$ cat config.mk
export PLATFORM = sky130hd
export DESIGN_NAME = buzzer_arbiter_n
export DESIGN_NICKNAME = d
export VERILOG_FILES = /design/src/rtl/buzzer_arbiter_n.sv
export SDC_FILE = /design/constraint.sdc
export NUM_CORES = 1
export LEC_CHECK = 0
export CAP_MARGIN = 20
export CORE_MARGIN = 3
export CORE_UTILIZATION = 50
export CTS_CLUSTER_SIZE = 12
export DETAILED_ROUTE_END_ITERATION = 16
export PLACE_DENSITY = 0.78
export SLEW_MARGIN = 20
export SYNTH_ARGS = -nofsm -noshare
export SYNTH_HDL_FRONTEND = slang
export SYNTH_SLANG_ARGS = --single-unit
$ cat constraint.sdc
create_clock -name CLK -period 2 [get_ports CLK]
set_input_delay 0.3 -clock CLK [delete_from_list [all_inputs] [get_ports CLK]]
set_output_delay 0.3 -clock CLK [all_outputs]
set_load 0.02 [all_outputs]
$ cat src/rtl/buzzer_arbiter_n.sv
// N-player quiz buzz-in arbiter with edge-qualified presses, judge handshake and rebound.
// Define ROUND_ROBIN_EN for a rotating tie-break pointer; default is lowest-index-wins.
module buzzer_arbiter_n #(
  parameter int unsigned N_PLAYERS    = 4,
  parameter int unsigned PULSE_CYCLES = 25_000_000,
  localparam int unsigned PN_W        = $clog2(N_PLAYERS + 1)
) (
  input  logic                 CLK,
  input  logic                 RST,
  input  logic                 Arm,
  input  logic [N_PLAYERS-1:0] Keys,
  input  logic                 TimeOver_Block,
  input  logic                 Judge_Valid,
  input  logic                 Judge_Correct,
  output logic [N_PLAYERS-1:0] LED_Out,
  output logic [PN_W-1:0]      Player_Number,
  output logic                 Timer_Start,
  output logic                 Buzzer_Answer,
  output logic                 Answer_true,
  output logic [N_PLAYERS-1:0] Excluded
);

  localparam int unsigned IDX_W = $clog2(N_PLAYERS);
  localparam int unsigned CNT_W = $clog2(PULSE_CYCLES + 1);
  localparam logic [CNT_W-1:0] CNT_LAST = CNT_W'(PULSE_CYCLES - 1);

  typedef enum logic [2:0] {StIdle, StArmed, StLocked, StWin, StPenalty, StDone} state_e;

  state_e               state_q, state_d;
  logic [N_PLAYERS-1:0] keys_q;
  logic [N_PLAYERS-1:0] led_q, led_d;
  logic [PN_W-1:0]      pn_q, pn_d;
  logic                 timer_q, timer_d;
  logic                 buzz_q, buzz_d;
  logic                 ans_q, ans_d;
  logic [N_PLAYERS-1:0] excl_q, excl_d;
  logic [CNT_W-1:0]     cnt_q, cnt_d;

  logic [N_PLAYERS-1:0] eligible;
  logic                 found;
  logic                 capture;
  logic [IDX_W-1:0]     win_idx;

  // A press is a 1->0 transition; a key already held low never qualifies.
  assign eligible = keys_q & ~Keys & ~excl_q;

`ifdef ROUND_ROBIN_EN
  logic [IDX_W-1:0] ptr_q;
  logic [IDX_W:0]   rr_sum;

  always_comb begin
    found   = 1'b0;
    win_idx = '0;
    rr_sum  = '0;
    for (int k = 0; k < N_PLAYERS; k++) begin
      rr_sum = {1'b0, ptr_q} + (IDX_W + 1)'(k);
      if (rr_sum >= (IDX_W + 1)'(N_PLAYERS)) rr_sum = rr_sum - (IDX_W + 1)'(N_PLAYERS);
      if (!found && eligible[rr_sum[IDX_W-1:0]]) begin
        found   = 1'b1;
        win_idx = rr_sum[IDX_W-1:0];
      end
    end
  end

  // Pointer survives Arm=0 so fairness carries across rounds.
  always_ff @(posedge CLK) begin
    if (RST) begin
      ptr_q <= '0;
    end else if (capture) begin
      ptr_q <= (win_idx == IDX_W'(N_PLAYERS - 1)) ? '0 : win_idx + IDX_W'(1);
    end
  end
`else
  always_comb begin
    found   = 1'b0;
    win_idx = '0;
    for (int i = 0; i < N_PLAYERS; i++) begin
      if (!found && eligible[IDX_W'(i)]) begin
        found   = 1'b1;
        win_idx = IDX_W'(i);
      end
    end
  end
`endif

  always_comb begin
    state_d = state_q;
    led_d   = led_q;
    pn_d    = pn_q;
    timer_d = timer_q;
    buzz_d  = buzz_q;
    ans_d   = ans_q;
    excl_d  = excl_q;
    cnt_d   = cnt_q;
    capture = 1'b0;
    if (!Arm) begin
      state_d = StIdle;
      led_d   = '0;
      pn_d    = '0;
      timer_d = 1'b0;
      buzz_d  = 1'b0;
      ans_d   = 1'b0;
      excl_d  = '0;
      cnt_d   = '0;
    end else begin
      unique case (state_q)
        StIdle: state_d = StArmed;
        StArmed: begin
          if (!TimeOver_Block && found) begin
            capture = 1'b1;
            led_d   = {{(N_PLAYERS - 1){1'b0}}, 1'b1} << win_idx;
            pn_d    = PN_W'(win_idx) + PN_W'(1);
            timer_d = 1'b1;
            state_d = StLocked;
          end
        end
        StLocked: begin
          // A verdict outranks a timeout arriving in the same cycle.
          if (Judge_Valid && Judge_Correct) begin
            ans_d   = 1'b1;
            cnt_d   = '0;
            state_d = StWin;
          end else if (Judge_Valid || TimeOver_Block) begin
            buzz_d  = 1'b1;
            excl_d  = excl_q | led_q;
            cnt_d   = '0;
            state_d = StPenalty;
          end
        end
        StWin: begin
          if (cnt_q == CNT_LAST) begin
            ans_d   = 1'b0;
            timer_d = 1'b0;
            state_d = StDone;
          end else begin
            cnt_d = cnt_q + CNT_W'(1);
          end
        end
        StPenalty: begin
          if (cnt_q == CNT_LAST) begin
            buzz_d  = 1'b0;
            led_d   = '0;
            pn_d    = '0;
            timer_d = 1'b0;
            state_d = (&excl_q) ? StDone : StArmed;
          end else begin
            cnt_d = cnt_q + CNT_W'(1);
          end
        end
        StDone: state_d = StDone;
        default: state_d = StIdle;
      endcase
    end
  end

  always_ff @(posedge CLK) begin
    if (RST) begin
      state_q <= StIdle;
      keys_q  <= '1;
      led_q   <= '0;
      pn_q    <= '0;
      timer_q <= 1'b0;
      buzz_q  <= 1'b0;
      ans_q   <= 1'b0;
      excl_q  <= '0;
      cnt_q   <= '0;
    end else begin
      state_q <= state_d;
      keys_q  <= Keys;
      led_q   <= led_d;
      pn_q    <= pn_d;
      timer_q <= timer_d;
      buzz_q  <= buzz_d;
      ans_q   <= ans_d;
      excl_q  <= excl_d;
      cnt_q   <= cnt_d;
    end
  end

  assign LED_Out       = led_q;
  assign Player_Number = pn_q;
  assign Timer_Start   = timer_q;
  assign Buzzer_Answer = buzz_q;
  assign Answer_true   = ans_q;
  assign Excluded      = excl_q;

endmodule

==> results_dict.tcl, run 1 <==
set metrics [dict create \
    critPathRequiredTime_ns 2.24 \
    crit_type "flop to flop" \
    dp.final_hpwl_um 3901 \
    htree_levels 2 \
    drt_wl_total_um 5406 \
    drv_cap 0 \
    startpoint_type "flop" \
    grtUsageTotal_pct 21.64 \
    dr.pass1.iters 4 \
    fin_worst_hold_slack_ns 0.4870 \
    cp-end-kind "flop" \
    regArea_sq_um 745.7 \
    gp_congestion 0.8758 \
    period_minus_slack_ns 1.920 \
    max_freq_ghz 0.5208 \
    numPortBuffers 16 \
    synth_commonest_cells "dfxtp_1, a31oi_1, nand2_1" \
    worstPathMaxFanout 9 \
    vias 2166 \
    clk_path_buf_depth 2 \
    period_share_pct 96.00 \
    p_leak_uw 0.0008460 \
    pwr-share-comb_pct 6.4 \
    finalSetupViolations 0 \
    avgViaCountPerCell 6.119 \
    initial_core_util_pct 54.77 \
    fin_area_sq_um 2595 \
    grt_pass1_wl_um 8921 \
    cts.sinks 37 \
    wire_per_inst_um 15.27 \
    status "finished, final reports clean" \
    cts-root-buf "clkbuf_8" \
    synth_edf_count 0 \
    hold_viol 0 \
    clkTransAtPathRegs_ns 0.07 \
    final_util_pct 67.34 \
    drc_errors 0 \
    critPathMaxStageDelay_ns 0.60 \
    p_sw_uw 317.3 \
    holdCritPathClass "flop to flop" \
    core_sq_um 3854 \
    ir_worst_vdd_v 0.0003406 \
    syn_area_sq_um 2111 \
    ys_warn_count 0 \
    synth_flop_cell "dfxtp_1" \
    layout-drive-gt1-share_pct 18.30 \
    antenna_found_initial 0 \
    power_density_nw_per_um2 517.8 \
    crit_chain "and4_4 > nand2_2 > or4_4 > buf_4 > a22oi_1 > o221a_2" \
    antenna_cells 0 \
    ys_types 50 \
    async_flop_share_pct 0 \
    final_nets 316 \
    avgSynthCellArea_sq_um 7.876 \
    swShare_pct 23.62 \
    antenna_left 0 \
    grt_max_degree 35 \
    drtIter0Drc 236 \
    skew_ns 0.001491 \
    cp.arrival_ns 2.16 \
    area_growth_pct 22.94 \
    multiInputGateArea_sq_um 1240 \
    grt_pass1_vias 2006 \
    synth_area_leaders "dfxtp_1, a31oi_1, nand3_1, nand2_1, a21oi_1" \
    tns_ns 0 \
    gr-total-overflow 0 \
    p_int_uw 1026 \
    seq_area_frac_synth_pct 35.09 \
    dieArea_sq_um 5037 \
    placed_area_sq_um 2460 \
    p_seq_share_pct 55.9 \
    tritoncts "built" \
    crit_path_top_delay_cell "or4_4" \
    synth_top_cell_area_share_pct 35.09 \
    fp.dieW_um 70.98 \
    cts_hold_repair.buffers 0 \
    numCtsBuffers 5 \
    row_count 22 \
    ys_ff_latch 37 \
    yosysMostFrequentCell "dfxtp_1" \
    reg2reg_setup_slack_ns 0.08 \
    syn_inst 268 \
    place_ws_ns 0.04877 \
    drv_slew 0 \
    setup_ws_ns 0.07997 \
    fillCellCount 322 \
    clk-insertion-delay-late_ns 0.29 \
    die_h_um 70.98 \
    pwr-share-clk_pct 37.8 \
    num_io_pins 24 \
    synth_largest_area_cell "dfxtp_1" \
]
## cells by family (layout without fill, tap and decap cells)
kind of cell | count (synthesis) | in the layout | share of synthesized area, %
simple gates | 105 | 105 | 27.68
compound gates | 87 | 87 | 26.85
flops | 37 | 37 | 35.09
buf+inv | 35 | 69 | 8.713
fa+ha+maj | 1 | 1 | 0.5927
other cells | 1 | 5 | 0.1777
xor+xnor | 1 | 1 | 0.4150
mux | 1 | 1 | 0.4742
## final cells by class
type                            instances  share of cell area (%)
Clock buffer                            8                   3.086
Inverter                               12                   1.736
Multi-Input combinational cell        200                   47.78
Sequential cell                        37                   28.74
Tap cell                               48                   2.314
Timing Repair Buffer                   49                   16.35
## state kept, by name (all words and copies together), names as in the netlist
register and flops:
Answer_true 1, Buzzer_Answer 1, Excluded 2, LED_Out 2, Timer_Start 1, cnt_q 25, keys_q 2, state_q 3
## power by group through the flow
stage | Clock (uW) | Sequential [uW] | Combinational [uW]
2_1_floorplan | 0 | 765 | 58.2
3_3_place_gp | 0 | 768 | 82.1
3_5_place_dp | 0 | 768 | 83.1
4_1_cts | 510 | 751 | 83.0
5_1_grt | 542 | 751 | 92.2
6_report | 507 | 751 | 85.8
## path summary, 6_finish.rpt
check                   from    endpoint  cells past startpoint
hold reg to reg   LED_Out[0]  LED_Out[0]                      2
hold / removal    LED_Out[0]  LED_Out[0]                      2
setup reg to reg   cnt_q[20]  state_q[0]                      6
setup / recovery   cnt_q[20]  state_q[0]                      6
## metrics by stage
stage / power (uW) / std cells
floorplan: 823.2 / 272
global placement: 850.1 / 344
detailed placement: 851.1 / 344
CTS: 1344 / 352
global route: 1385 / 354
finish: 1344 / 354
## worst max-delay path, delay by kind of cell, from the launching register on
family / cells / cell delay [ns]
AND/OR/NAND/NOR: 3 / 0.94
flip-flops: 1 / 0.39
AO/OA/AOI/OAI: 2 / 0.34
buffers and inverters: 1 / 0.20
## placed cells by master (no fill, tap or decap), drive strengths merged, types with 9 or more instances in the layout
cell / count
dfxtp: 37
buf: 33
a31oi: 23
nand2: 23
nand3: 17
clkdlybuf4s50: 16
o21ai: 16
a21oi: 15
nor2: 13
inv: 12
nand4: 10
nor3: 9
o211ai: 9
## metal layers
metal  GRT usage [%]  part of all wire (%)  vias to the layer above
met5               0                     0                        -
met2           34.91                    47                       72
met3           5.966                   6.3                        5
met1           27.84                    45                     1013
li1                -                     -                     1076
met4           7.307                  0.83                        0
## timing repair
| item | 4_1_cts | 5_1_grt |
|---|---|---|
| endpoints found under the setup margin | 0 | 26 |
| setup buffers | 0 | 2 |
| resized for setup | 0 | 8 |
(Power assumes the default switching activity.)
==> run 2: changes to the inputs <==
--- a/config.mk
+++ b/config.mk
@@ -5,7 +5,6 @@
 export SDC_FILE = /design/constraint.sdc
 export NUM_CORES = 1
 export LEC_CHECK = 0
-export CAP_MARGIN = 20
 export CORE_MARGIN = 3
 export CORE_UTILIZATION = 50
 export CTS_CLUSTER_SIZE = 12
==> results of run 2 <==
The final DEF is identical to that of run 1; final timing and power are the same.
